## config.mk

```make
export PLATFORM = sky130hd
export DESIGN_NAME = mem_port_arbiter
export DESIGN_NICKNAME = d
export VERILOG_FILES = /design/src/rtl/mem_port_arbiter.sv
export SDC_FILE = /design/constraint.sdc
export NUM_CORES = 1
export LEC_CHECK = 0
export BUFFER_PORTS_ARGS = -buffer_cell sky130_fd_sc_hd__buf_2
export CAP_MARGIN = 20
export CORE_MARGIN = 2
export CORE_UTILIZATION = 44
export DETAILED_ROUTE_END_ITERATION = 10
export HOLD_SLACK_MARGIN = 0.05
export PLACE_DENSITY = 0.78
export SLEW_MARGIN = 20
export SYNTH_ARGS = -nofsm -noshare
export SYNTH_HDL_FRONTEND = slang
export SYNTH_SLANG_ARGS = --single-unit
```

## constraint.sdc

```tcl
create_clock -name clk -period 1.6 [get_ports clk]
set_input_delay 0.08 -clock clk [delete_from_list [all_inputs] [get_ports clk]]
set_output_delay 0.08 -clock clk [all_outputs]
set_load 0.05 [all_outputs]
```

## src/rtl/mem_port_arbiter.sv

```systemverilog
// Arbiter giving the instruction-fetch and data requesters turns on one single-ported unified memory.
// Data wins ties. A waiting fetch is forced through after STARVE_LIMIT data grants, and a hung access aborts after TIMEOUT cycles.
module mem_port_arbiter #(
    parameter int WORD_W       = 16,
    parameter int ADDR_W       = 16,
    parameter int TIMEOUT      = 16,
    parameter int STARVE_LIMIT = 3
) (
    input  logic              clk,
    input  logic              reset_n,
    input  logic              i_req,
    input  logic [ADDR_W-1:0] i_addr,
    output logic              i_ack,
    output logic [WORD_W-1:0] i_rdata,
    input  logic              d_req,
    input  logic              d_we,
    input  logic [ADDR_W-1:0] d_addr,
    input  logic [WORD_W-1:0] d_wdata,
    output logic              d_ack,
    output logic [WORD_W-1:0] d_rdata,
    output logic              ack_err,
    output logic              err_flag,
    output logic              busy,
    output logic              owner,
    output logic [ADDR_W-1:0] mem_addr,
    output logic              mem_read,
    output logic              mem_write,
    output logic [WORD_W-1:0] mem_wdata,
    input  logic [WORD_W-1:0] mem_rdata,
    input  logic              mem_ready
);

    localparam int TW = (TIMEOUT > 2) ? $clog2(TIMEOUT) : 1;
    localparam int SW = (STARVE_LIMIT > 0) ? $clog2(STARVE_LIMIT + 1) : 1;

    typedef enum logic [1:0] {
        ST_IDLE = 2'd0,
        ST_BUSY = 2'd1,
        ST_RESP = 2'd2
    } state_t;

    state_t            state_r;
    logic [TW-1:0]     tmo_cnt_r;
    logic [SW-1:0]     starve_cnt_r;
    logic              we_r;
    logic              i_ack_r;
    logic              d_ack_r;
    logic [WORD_W-1:0] i_rdata_r;
    logic [WORD_W-1:0] d_rdata_r;
    logic              ack_err_r;
    logic              err_flag_r;
    logic              busy_r;
    logic              owner_r;
    logic [ADDR_W-1:0] mem_addr_r;
    logic              mem_read_r;
    logic              mem_write_r;
    logic [WORD_W-1:0] mem_wdata_r;

    logic              grant_valid_s;
    logic              grant_data_s;
    logic              grant_we_s;
    logic [WORD_W-1:0] resp_data_s;

    // Grant decision for the IDLE state: data first unless fetch has waited out its allowance
    always_comb begin
        grant_valid_s = 1'b0;
        grant_data_s  = 1'b0;
        if (i_req && d_req) begin
            grant_valid_s = 1'b1;
            grant_data_s  = (starve_cnt_r != SW'(STARVE_LIMIT));
        end else if (d_req) begin
            grant_valid_s = 1'b1;
            grant_data_s  = 1'b1;
        end else if (i_req) begin
            grant_valid_s = 1'b1;
            grant_data_s  = 1'b0;
        end else begin
            grant_valid_s = 1'b0;
            grant_data_s  = 1'b0;
        end
        grant_we_s  = grant_data_s & d_we;
        resp_data_s = we_r ? {WORD_W{1'b0}} : mem_rdata;
    end

    // Arbitration FSM with every output registered
    always_ff @(posedge clk or negedge reset_n) begin
        if (!reset_n) begin
            state_r      <= ST_IDLE;
            tmo_cnt_r    <= {TW{1'b0}};
            starve_cnt_r <= {SW{1'b0}};
            we_r         <= 1'b0;
            i_ack_r      <= 1'b0;
            d_ack_r      <= 1'b0;
            i_rdata_r    <= {WORD_W{1'b0}};
            d_rdata_r    <= {WORD_W{1'b0}};
            ack_err_r    <= 1'b0;
            err_flag_r   <= 1'b0;
            busy_r       <= 1'b0;
            owner_r      <= 1'b0;
            mem_addr_r   <= {ADDR_W{1'b0}};
            mem_read_r   <= 1'b0;
            mem_write_r  <= 1'b0;
            mem_wdata_r  <= {WORD_W{1'b0}};
        end else begin
            case (state_r)
                ST_IDLE: begin
                    if (grant_valid_s) begin
                        state_r     <= ST_BUSY;
                        busy_r      <= 1'b1;
                        owner_r     <= grant_data_s;
                        we_r        <= grant_we_s;
                        mem_read_r  <= ~grant_we_s;
                        mem_write_r <= grant_we_s;
                        tmo_cnt_r   <= {TW{1'b0}};
                        if (grant_data_s) begin
                            mem_addr_r  <= d_addr;
                            mem_wdata_r <= d_wdata;
                            // Only data grants that overtook a waiting fetch count toward starvation
                            if (i_req && (starve_cnt_r != SW'(STARVE_LIMIT))) begin
                                starve_cnt_r <= starve_cnt_r + SW'(1);
                            end else begin
                                starve_cnt_r <= starve_cnt_r;
                            end
                        end else begin
                            mem_addr_r   <= i_addr;
                            starve_cnt_r <= {SW{1'b0}};
                        end
                    end else begin
                        state_r <= ST_IDLE;
                    end
                end
                ST_BUSY: begin
                    if (mem_ready) begin
                        state_r     <= ST_RESP;
                        mem_read_r  <= 1'b0;
                        mem_write_r <= 1'b0;
                        ack_err_r   <= 1'b0;
                        if (owner_r) begin
                            d_ack_r   <= 1'b1;
                            d_rdata_r <= resp_data_s;
                        end else begin
                            i_ack_r   <= 1'b1;
                            i_rdata_r <= resp_data_s;
                        end
                    end else if (tmo_cnt_r == TW'(TIMEOUT - 1)) begin
                        state_r     <= ST_RESP;
                        mem_read_r  <= 1'b0;
                        mem_write_r <= 1'b0;
                        ack_err_r   <= 1'b1;
                        err_flag_r  <= 1'b1;
                        if (owner_r) begin
                            d_ack_r <= 1'b1;
                        end else begin
                            i_ack_r <= 1'b1;
                        end
                    end else begin
                        tmo_cnt_r <= tmo_cnt_r + TW'(1);
                    end
                end
                ST_RESP: begin
                    state_r   <= ST_IDLE;
                    busy_r    <= 1'b0;
                    i_ack_r   <= 1'b0;
                    d_ack_r   <= 1'b0;
                    i_rdata_r <= {WORD_W{1'b0}};
                    d_rdata_r <= {WORD_W{1'b0}};
                    ack_err_r <= 1'b0;
                end
                default: begin
                    state_r     <= ST_IDLE;
                    busy_r      <= 1'b0;
                    i_ack_r     <= 1'b0;
                    d_ack_r     <= 1'b0;
                    ack_err_r   <= 1'b0;
                    mem_read_r  <= 1'b0;
                    mem_write_r <= 1'b0;
                end
            endcase
        end
    end

    assign i_ack     = i_ack_r;
    assign i_rdata   = i_rdata_r;
    assign d_ack     = d_ack_r;
    assign d_rdata   = d_rdata_r;
    assign ack_err   = ack_err_r;
    assign err_flag  = err_flag_r;
    assign busy      = busy_r;
    assign owner     = owner_r;
    assign mem_addr  = mem_addr_r;
    assign mem_read  = mem_read_r;
    assign mem_write = mem_write_r;
    assign mem_wdata = mem_wdata_r;

endmodule

```

==> Yosys cells after proc, flatten, opt, wreduce, memory -nomap -nowiden <==
Cells that the tools add are included.
{ "classes": {"magnitude_cmp": 0, "bitwise": 6, "muxes": 42, "div": 0, "multipliers": 0, "n_reduce_logical": 15, "eq_ne": 12, "n_shift": 0, "n_addsub": 2} }
{ "ops": {"columns": ["op", "count"], "rows": [
  ["$mux 16", 6],
  ["$pmux 16 s2", 2],
  ["$mux 1", 19],
  ["$reduce_and 3->1", 6],
  ["$ne 2x2->1 const B", 7],
  ["$mux 4", 3],
  ["$mux 2", 4],
  ["$pmux 1 s2", 4],
  ["$pmux 4 s2", 1],
  ["$pmux 1 s3", 2],
  ["$reduce_and 2->1", 3],
  ["$not 1->1", 5],
  ["$add 4x1->4 const B", 1],
  ["$eq 4x4->1 const B", 1],
  ["$pmux 2 s2", 1],
  ["$reduce_and 4->1", 1],
  ["$reduce_bool 2->1", 2],
  ["$ne 3x3->1 const B", 1],
  ["$add 2x1->2 const B", 1],
  ["$eq 2x1->1 const B", 1],
  ["$eq 2x2->1 const B", 1],
  ["$logic_and 1x1->1", 2],
  ["$logic_not 2->1", 1],
  ["$ne 2x1->1 const B", 1],
  ["$and 1x1->1", 1]
]} }
{ "totals": {"mem_bits_rw": 0, "n_memories": 0, "word_cells": 93, "regBits": 81, "rom_bits": 0, "latchBits": 0} }

==> Depth between registers and ports, before layout <==
Gate-level depths: netlist (run 1).
{ "depth": {"word_depth": 6, "depth_mapped": 7} }

==> Worst setup path after synthesis (run 1) <==
No wires, ideal clock.
{ "synth_timing": {"path_kind": "register -> register", "start": "register owner_r (netlist: owner)", "end": "register i_rdata_r[0] (netlist: i_rdata[0])", "path_slack_ps": -150, "arrival_ps": 1625, "t_required_ps": 1475, "synth_period_minus_slack_ps": 1750, "n_path_buf": 1, "path_stages_with_launch": 5, "cell_sequence": "dfrtp_1 inv_1 a31oi_4 buf_4 mux2_2"} }
{ "synth_via": {"elab_chain_cells": 2} }
{ "synth_lines": {"columns": ["item", "line", "source"], "rows": [
  ["start: declaration", "53", "logic owner_r;"],
  ["start signal: assignment", "110", "owner_r <= grant_data_s;"],
  ["$ne 2x2->1 (no line)", null, null],
  ["$reduce_and 3->1 (no line)", null, null],
  ["end signal: assignment", "94", "i_rdata_r <= {WORD_W{1'b0}};"],
  ["end signal: assignment", "143", "i_rdata_r <= resp_data_s;"],
  ["end signal: assignment", "165", "i_rdata_r <= {WORD_W{1'b0}};"],
  ["end: declaration", "48", "logic [WORD_W-1:0] i_rdata_r;"]
]} }
Every way passes these cells.
A chain may end at the register's enable or synchronous reset.

==> Worst setup path in the final report (run 1) <==
{ "layout_timing": {"start": "register starve_cnt_r[1]", "end": "register mem_addr_r[4] (netlist: mem_addr[4])"} }
{ "layout_via": {"elab_chain_cells": 3} }
{ "layout_lines": {"columns": ["item", "line", "source"], "rows": [
  ["start: declaration", "44", "logic [SW-1:0] starve_cnt_r;"],
  ["start signal: assignment", "90", "starve_cnt_r <= {SW{1'b0}};"],
  ["start signal: assignment", "120", "starve_cnt_r <= starve_cnt_r + SW'(1);"],
  ["start signal: assignment", "122", "starve_cnt_r <= starve_cnt_r;"],
  ["$ne 2x2->1", "70", "grant_data_s = (starve_cnt_r != SW'(STARVE_LIMIT));"],
  ["$mux 1", "68", "if (i_req && d_req) begin"],
  ["$mux 16", "115", "if (grant_data_s) begin"],
  ["end signal: assignment", "100", "mem_addr_r <= {ADDR_W{1'b0}};"],
  ["end signal: assignment", "116", "mem_addr_r <= d_addr;"],
  ["end signal: assignment", "125", "mem_addr_r <= i_addr;"],
  ["end: declaration", "54", "logic [ADDR_W-1:0] mem_addr_r;"]
]} }
Every way passes these cells.

==> metrics.cfg, run 1 <==
[timing]
finalClockSkew_ns=0.008648
rsz0062_at_grt=yes
setup_violations=20
max_freq_ghz=0.5972
setup_ws_ns=-0.07439
slew_violations=0
hold_violations=0
fin_hold_ws_ns=0.05235
slew-limit-headroom_pct=59.54
fin_crit_sh_pct=104.6
period_needed_ns=1.674
tightest_slew_ns=0.6022

[routing]
drt_iter0_drc=58
drc_errors=0
first_pass_iters=4
totalWireLength_um=8476
ant_nets=0
avgViaCountPerCell=5.021
routedWlPerCell_um=15.81
vias=2691

[final_layout]
nets=498
fillers=645
seqCellArea_mm2=0.002028
diodes=0
syn_to_final_growth_pct=41.26
multi_input_comb_area_mm2=0.001587
fin_cells=536
drive_gt1_share_pct=62.41

[floorplan]
start_util_pct=44.56
fp.coreArea_mm2=0.008093
dieArea_mm2=0.008936
io_pins=142
die_height_um=94.53
die_width_um=94.53
fp-row-count=33

[clock_tree]
cts-buffers-inserted=9
insertion_delay_ns=0.34
cts_max_level=3
cts_buffer_depth=2
cts-root-buf=clkbuf_8
cts_tree=yes
clkTransAtPathRegs_ns=0.09
clkSinkCount=81

[logic_synthesis]
synth_cell_types=39
syn_area_per_cell_um2=14.25
synth_ff_type=dfrtp_1
ys_ff_latch=81
yosysTopAreaCellShare_pct=56.21
synth_edf_count=0
yosysTopAreaCell=dfrtp_1
synth-seq-area-share_pct=56.21
synth_area_leaders=dfrtp_1, mux2_2, mux2_4, nor3b_1, buf_6
netlist_top_cells_count=dfrtp_1, mux2_2, nor3b_1
syn_nets=325
synthCells=253
synthArstFlopShare_pct=100.0
synth.most_common_cell=dfrtp_1
synth_warnings=0
syn_area_mm2=0.003606

[power_and_ir_drop]
leakage_nw=2.529
powerDensity_mw_per_mm2=2254
vdd_drop_max_mv=1.177
power.total_mw=11.48

[flow_run]
max_cap_viol_count=0

[critical_path]
worst-path-buf-inv=1
critPathMaxStageDelay_ns=0.42
cp.arrival_ns=1.90
criticalPathCategory=reg2reg
path_cells=ha_4, a21boi_4, buf_12, mux2_2, mux2_2
critPathTopFamily=multiplexers
crit_slowest_cell=dfrtp_1
end_kind=register
start_kind=register
crit_top_cell=mux2_2
critPathMaxFanout=13
timing.critical_path.required_ns=1.83

[run_status]
status=complete, but fails checks
failed_checks=setup timing

[global_route]
grt-ovfl-total=0
grt_pass1_vias=2857
grt_antenna_before_repair=0
grt_max_degree=41
grt_use_total_pct=19.47
grt_pass1_wl_um=13340

[placement]
port_buffers=141
gp_congestion=0.7704
hpwl_um=5982
dp_cells=501

[min_path]
hp-class=in2reg

per-layer routing:
layer  vias to the layer above  GRT usage [%]  wire length, um
met5                         -              0                0
li1                       1264              -                -
met4                         0          6.763               87
met1                      1311          23.05             3378
met2                       108          34.05             4380
met3                         8          5.427              630
report_power, final:
part	total (mW)	switching [mW]	leakage (nW)	internal [mW]
Clock	1.50	0.765	0.0960	0.734
Sequential	3.51	0.533	0.990	2.98
Combinational	6.47	4.36	1.44	2.11
kinds of logic (layout without fill, tap and decap cells):
group	Yosys count	in the layout	share of synthesized area [%]
muxes	82	82	26.58
DFF	81	81	56.21
and+or+nand+nor	39	39	7.079
AOI/OAI and AO/OA	27	27	5.587
buffers and inverters	22	200	3.851
adders and majority gates	2	2	0.6939
worst register-to-register path, stage by stage, from the launching register on:
cell and delay, ns:
dfrtp_1 0.42, ha_4 0.18, a21boi_4 0.19, buf_12 0.18
mux2_2 0.34, mux2_2 0.26
stage by stage:
stage          worst slack (ns)  utilization [%]  TNS (ns)  area, um2
4_1_cts                -0.07139            62.14   -0.7569       5029
6_report               -0.07439            62.94   -0.7932       5094
2_1_floorplan          -0.05612                -   -0.4489       3680
3_3_place_gp           -0.03289            56.93   -0.1589       4607
3_5_place_dp           -0.08512            56.93   -0.9666       4607
5_1_grt                 -0.1530            62.94    -2.800       5094
sequential cells by signal, indices dropped and copies added (netlist names):
signal and flops:
mem_addr 16, mem_write 1, mem_wdata 16, d_rdata 16, ack_err 1, d_ack 1
state_r 2, err_flag 1, starve_cnt_r 2, tmo_cnt_r 4, i_rdata 16, busy 1
we_r 1, owner 1, i_ack 1, mem_read 1
final timing paths:
check                                            startpoint  cells after the start  slack (ns)                       end
max in group asynchronous                           reset_n                      3        0.86  mem_addr[13]$_DFFE_PN0P_
min in group asynchronous                           reset_n                      2        0.20    i_rdata[6]$_DFFE_PN0P_
worst max register to register  starve_cnt_r[1]$_DFFE_PN0P_                      5       -0.07   mem_addr[4]$_DFFE_PN0P_
worst max-delay path            starve_cnt_r[1]$_DFFE_PN0P_                      5       -0.07   mem_addr[4]$_DFFE_PN0P_
worst min-delay path                                   d_we                      3        0.05     mem_write$_DFFE_PN0P_
worst min register to register         err_flag$_DFFE_PN0P_                      1        0.46      err_flag$_DFFE_PN0P_
layout by cell type, fill, tap and decap left out, types with 2 or more instances in the layout:
master and instances:
buf_4 14, o31ai_1 2, or3b_2 2, nor2_1 2, nand2_1 6, inv_1 6, a21o_1 3, mux2i_1 2
o21ai_0 5, dfrtp_1 80, dlygate4sd3_1 17, clkinvlp_4 2, clkinv_4 3, mux2_2 48, clkbuf_8 9, a21oi_1 2
mux2_4 31, buf_12 6, nand3_1 5, buf_2 140, o21a_1 2, nor3b_1 16, nor2b_4 2
final cells by class:
class	count	area share, %
Tap cell	105	2.579
Sequential cell	81	39.82
Timing Repair Buffer	178	22.01
Clock inverter	7	1.572
Multi-Input combinational cell	150	31.15
Clock buffer	9	2.432
Inverter	6	0.4422
repair_timing:
action,in CTS,in global routing
cloned,0,1
gates resized for setup,8,8
buffers inserted,1,0
hold buffers,17,0
setup endpoints to repair,38,40
hold endpoints to repair,97,0
Power figures use the tool's default switching activity.
==> run 2: changes to the inputs <==
--- a/config.mk
+++ b/config.mk
@@ -12,6 +12,7 @@
 export DETAILED_ROUTE_END_ITERATION = 10
 export HOLD_SLACK_MARGIN = 0.05
 export PLACE_DENSITY = 0.78
+export SETUP_SLACK_MARGIN = 0.2
 export SLEW_MARGIN = 20
 export SYNTH_ARGS = -nofsm -noshare
 export SYNTH_HDL_FRONTEND = slang
==> run 2 against run 1 <==
The run still ends with setup timing left. Design area up 9.4%. Power up 8.2%. Clock power about the same. Non-clock buffer count up 15. Register-to-register slack worse by 0.05 ns. Routed wire length up 15%. Flip-flop and latch count unchanged. Maximum frequency down 2.7%. Worst setup slack worse by 0.046 ns. Clock-buffer cell count unchanged. Core utilization up 5.9 points. Critical endpoint is now mem_addr[7]$_DFFE_PN0P_. Largest power group unchanged. Highest routed layer unchanged.
==> metrics.cfg, run 2 (synthesized netlist as in run 1, its figures left out) <==
[power_and_ir_drop]
p_int_mw=6.416  ; +10%
p_sw_share_pct=48.33  ; -0.91 points
powerDensity_mw_per_mm2=2228  ; -1.1%
power.total_mw=12.42  ; +8.2%
pwr-share-comb_pct=58.7  ; +2.3 points
pwr-share-clk_pct=12.3  ; -0.8 points
power_frac_seq_pct=29.0  ; -1.6 points
vdd_drop_max_mv=1.278  ; +8.6%
p_sw_mw=6.001  ; +6.1%
leakage_nw=2.826  ; +12%

[routing]
vias=2796  ; +3.9%
routedWlPerCell_um=17.64  ; +12%
avgViaCountPerCell=5.074  ; +1.1%
drc_errors=0  ; unchanged
ant_nets=0  ; unchanged
drt_iter0_drc=65  ; +12%
first_pass_iters=4  ; unchanged
totalWireLength_um=9722  ; +15%

[placement]
port_buffers=141  ; unchanged
placed_area_mm2=0.004649  ; +0.92%
dp_cells=500  ; -0.20%
hpwl_um=5912  ; -1.2%
gp_congestion=0.7421  ; -3.7%
pre_cts_slack_ns=-0.08407  ; +0.001053 ns

[clock_tree]
insertion_delay_ns=0.34  ; about the same
cts_max_level=3  ; unchanged
clkTransAtPathRegs_ns=0.09  ; about the same
cts-root-buf=clkbuf_8
cts-buffers-inserted=9  ; unchanged
clkSinkCount=81  ; unchanged
cts_tree=yes
cts_buffer_depth=2  ; unchanged

[timing]
fin_hold_ws_ns=0.08081  ; +0.02846 ns
setup_ws_ns=-0.1208  ; -0.04644 ns
max_freq_ghz=0.5811  ; -2.7%
setup_violations=32  ; +60%
tightest_slew_ns=0.6397  ; +0.03754 ns
rsz0062_at_grt=yes
fin_crit_sh_pct=107.6  ; +2.9 points
slew_violations=0  ; unchanged
finalClockSkew_ns=0.007432  ; -0.001215 ns
period_needed_ns=1.721  ; +0.04644 ns
slew-limit-headroom_pct=57.35  ; -2.2 points
hold_violations=0  ; unchanged

[flow_run]
max_cap_viol_count=0  ; unchanged

[floorplan]
dieArea_mm2=0.008936  ; unchanged
start_util_pct=44.56  ; unchanged
die_height_um=94.53  ; unchanged
die_width_um=94.53  ; unchanged
fp.coreArea_mm2=0.008093  ; unchanged
io_pins=142  ; unchanged
fp-row-count=33  ; unchanged

[final_layout]
nets=513  ; +3.0%
final_cell_mix=buf_2, dfrtp_1, mux2_4, dlygate4sd3_1, nor3b_1
diodes=0  ; unchanged
seqCellArea_mm2=0.002028  ; unchanged
fillers=581  ; -9.9%
fin_cells=551  ; +2.8%
layout_commonest_cell=buf_2
multi_input_comb_area_mm2=0.001827  ; +15%
syn_to_final_growth_pct=54.55
drive_gt1_share_pct=67.04  ; +4.6 points
final_area_mm2=0.005573  ; +9.4%

[critical_path]
end_kind=register
timing.critical_path.required_ns=1.83  ; about the same
path_cells=ha_2, a21boi_4, clkbuf_16, mux2_4, mux2_4
critPathMaxStageDelay_ns=0.41  ; about the same
criticalPathCategory=reg2reg
cp.arrival_ns=1.95  ; +0.05 ns
critPathMaxFanout=5  ; -8
crit_slowest_cell=dfrtp_1
start_kind=register
crit_top_cell=mux2_4

[global_route]
grt_pass1_wl_um=14590  ; +9.4%
grt_pass1_vias=2979  ; +4.3%
grt_antenna_before_repair=0  ; unchanged
grt_use_total_pct=21.16  ; +1.7 points
grt_max_degree=82  ; +100%
grt-ovfl-total=0  ; unchanged

[run_status]
failed_checks=setup timing
status=complete, but fails checks

[min_path]
hp-class=in2reg

-- run 2: cell types whose count changed in the layout (fill, tap and decap cells not counted), sizes merged --
cell / before / now
clkinv: 3 / 2
inv: 7 / 8
buf: 160 / 173
clkbuf: 10 / 12
-- run 2: metrics by stage --
| step | setup TNS [ns] | util (%) |
|---|---|---|
| finish | -2.678 | 68.86 |
| detailed placement | -0.9501 | 57.45 |
| global placement | -0.3276 | 57.45 |
| CTS | -0.8645 | 65.17 |
| floorplan | -0.6716 | - |
| global route | -3.689 | 68.86 |
-- run 2: critical path: cells and delay by family (launching register included) --
kind                     cells  cell delay, ns
multiplexers                 2            0.55
flip-flops                   1            0.41
AO/OA/AOI/OAI                1            0.24
adder cells (fa/ha/maj)      1            0.21
buffers and inverters        1            0.21
-- run 2: final timing paths --
kind | from | to | slack (ns) | cells after the start
worst max-delay path | starve_cnt_r[0]$_DFFE_PN0P_ | mem_addr[7]$_DFFE_PN0P_ | -0.12 | 5
worst min-delay path | d_we | mem_write$_DFFE_PN0P_ | 0.08 | 3
worst max register to register | starve_cnt_r[0]$_DFFE_PN0P_ | mem_addr[7]$_DFFE_PN0P_ | -0.12 | 5
worst min register to register | busy$_DFFE_PN0P_ | busy$_DFFE_PN0P_ | 0.48 | 1
max in group asynchronous | reset_n | owner$_DFFE_PN0P_ | 0.93 | 3
min in group asynchronous | reset_n | d_rdata[6]$_DFFE_PN0P_ | 0.27 | 3
-- run 2: timing repair --
| action | 4_1_cts | 5_1_grt |
|---|---|---|
| endpoints found under the setup margin | 69 | 76 |
| gates resized for setup | 40 | 40 |
| hold buffers | 17 | 0 |
| buffers inserted | 7 | 6 |
| endpoints found under the hold margin | 97 | 0 |
| cloned | 2 | 3 |
| pin swaps | 4 | 11 |
-- run 2: layer usage --
layer	vias to the layer above	global-route usage, %	wire length [um]	share of wire, %
met5	-	0	0	0
met4	0	7.729	139	1.4
met3	14	5.267	581	6.0
met2	104	37.74	4975	51
met1	1391	24.66	4026	41
li1	1287	-	-	-
-- run 2: layout make-up --
type / instances / area share (%)
sequential: 81 / 36.39
multi-input combinational: 150 / 32.78
clock inverter: 7 / 1.414
timing repair buffer: 193 / 24.43
inverter: 6 / 0.4041
tap: 105 / 2.357
clock buffer: 9 / 2.223
-- run 2: power groups by stage --
stage	registers [mW]	logic, mW	clock network [mW]
finish	3.60	7.29	1.53
global route	3.71	7.61	1.65
CTS	3.57	6.89	1.57
detailed placement	3.58	6.42	0
global placement	3.53	6.30	0
floorplan	6.51	1.93	0
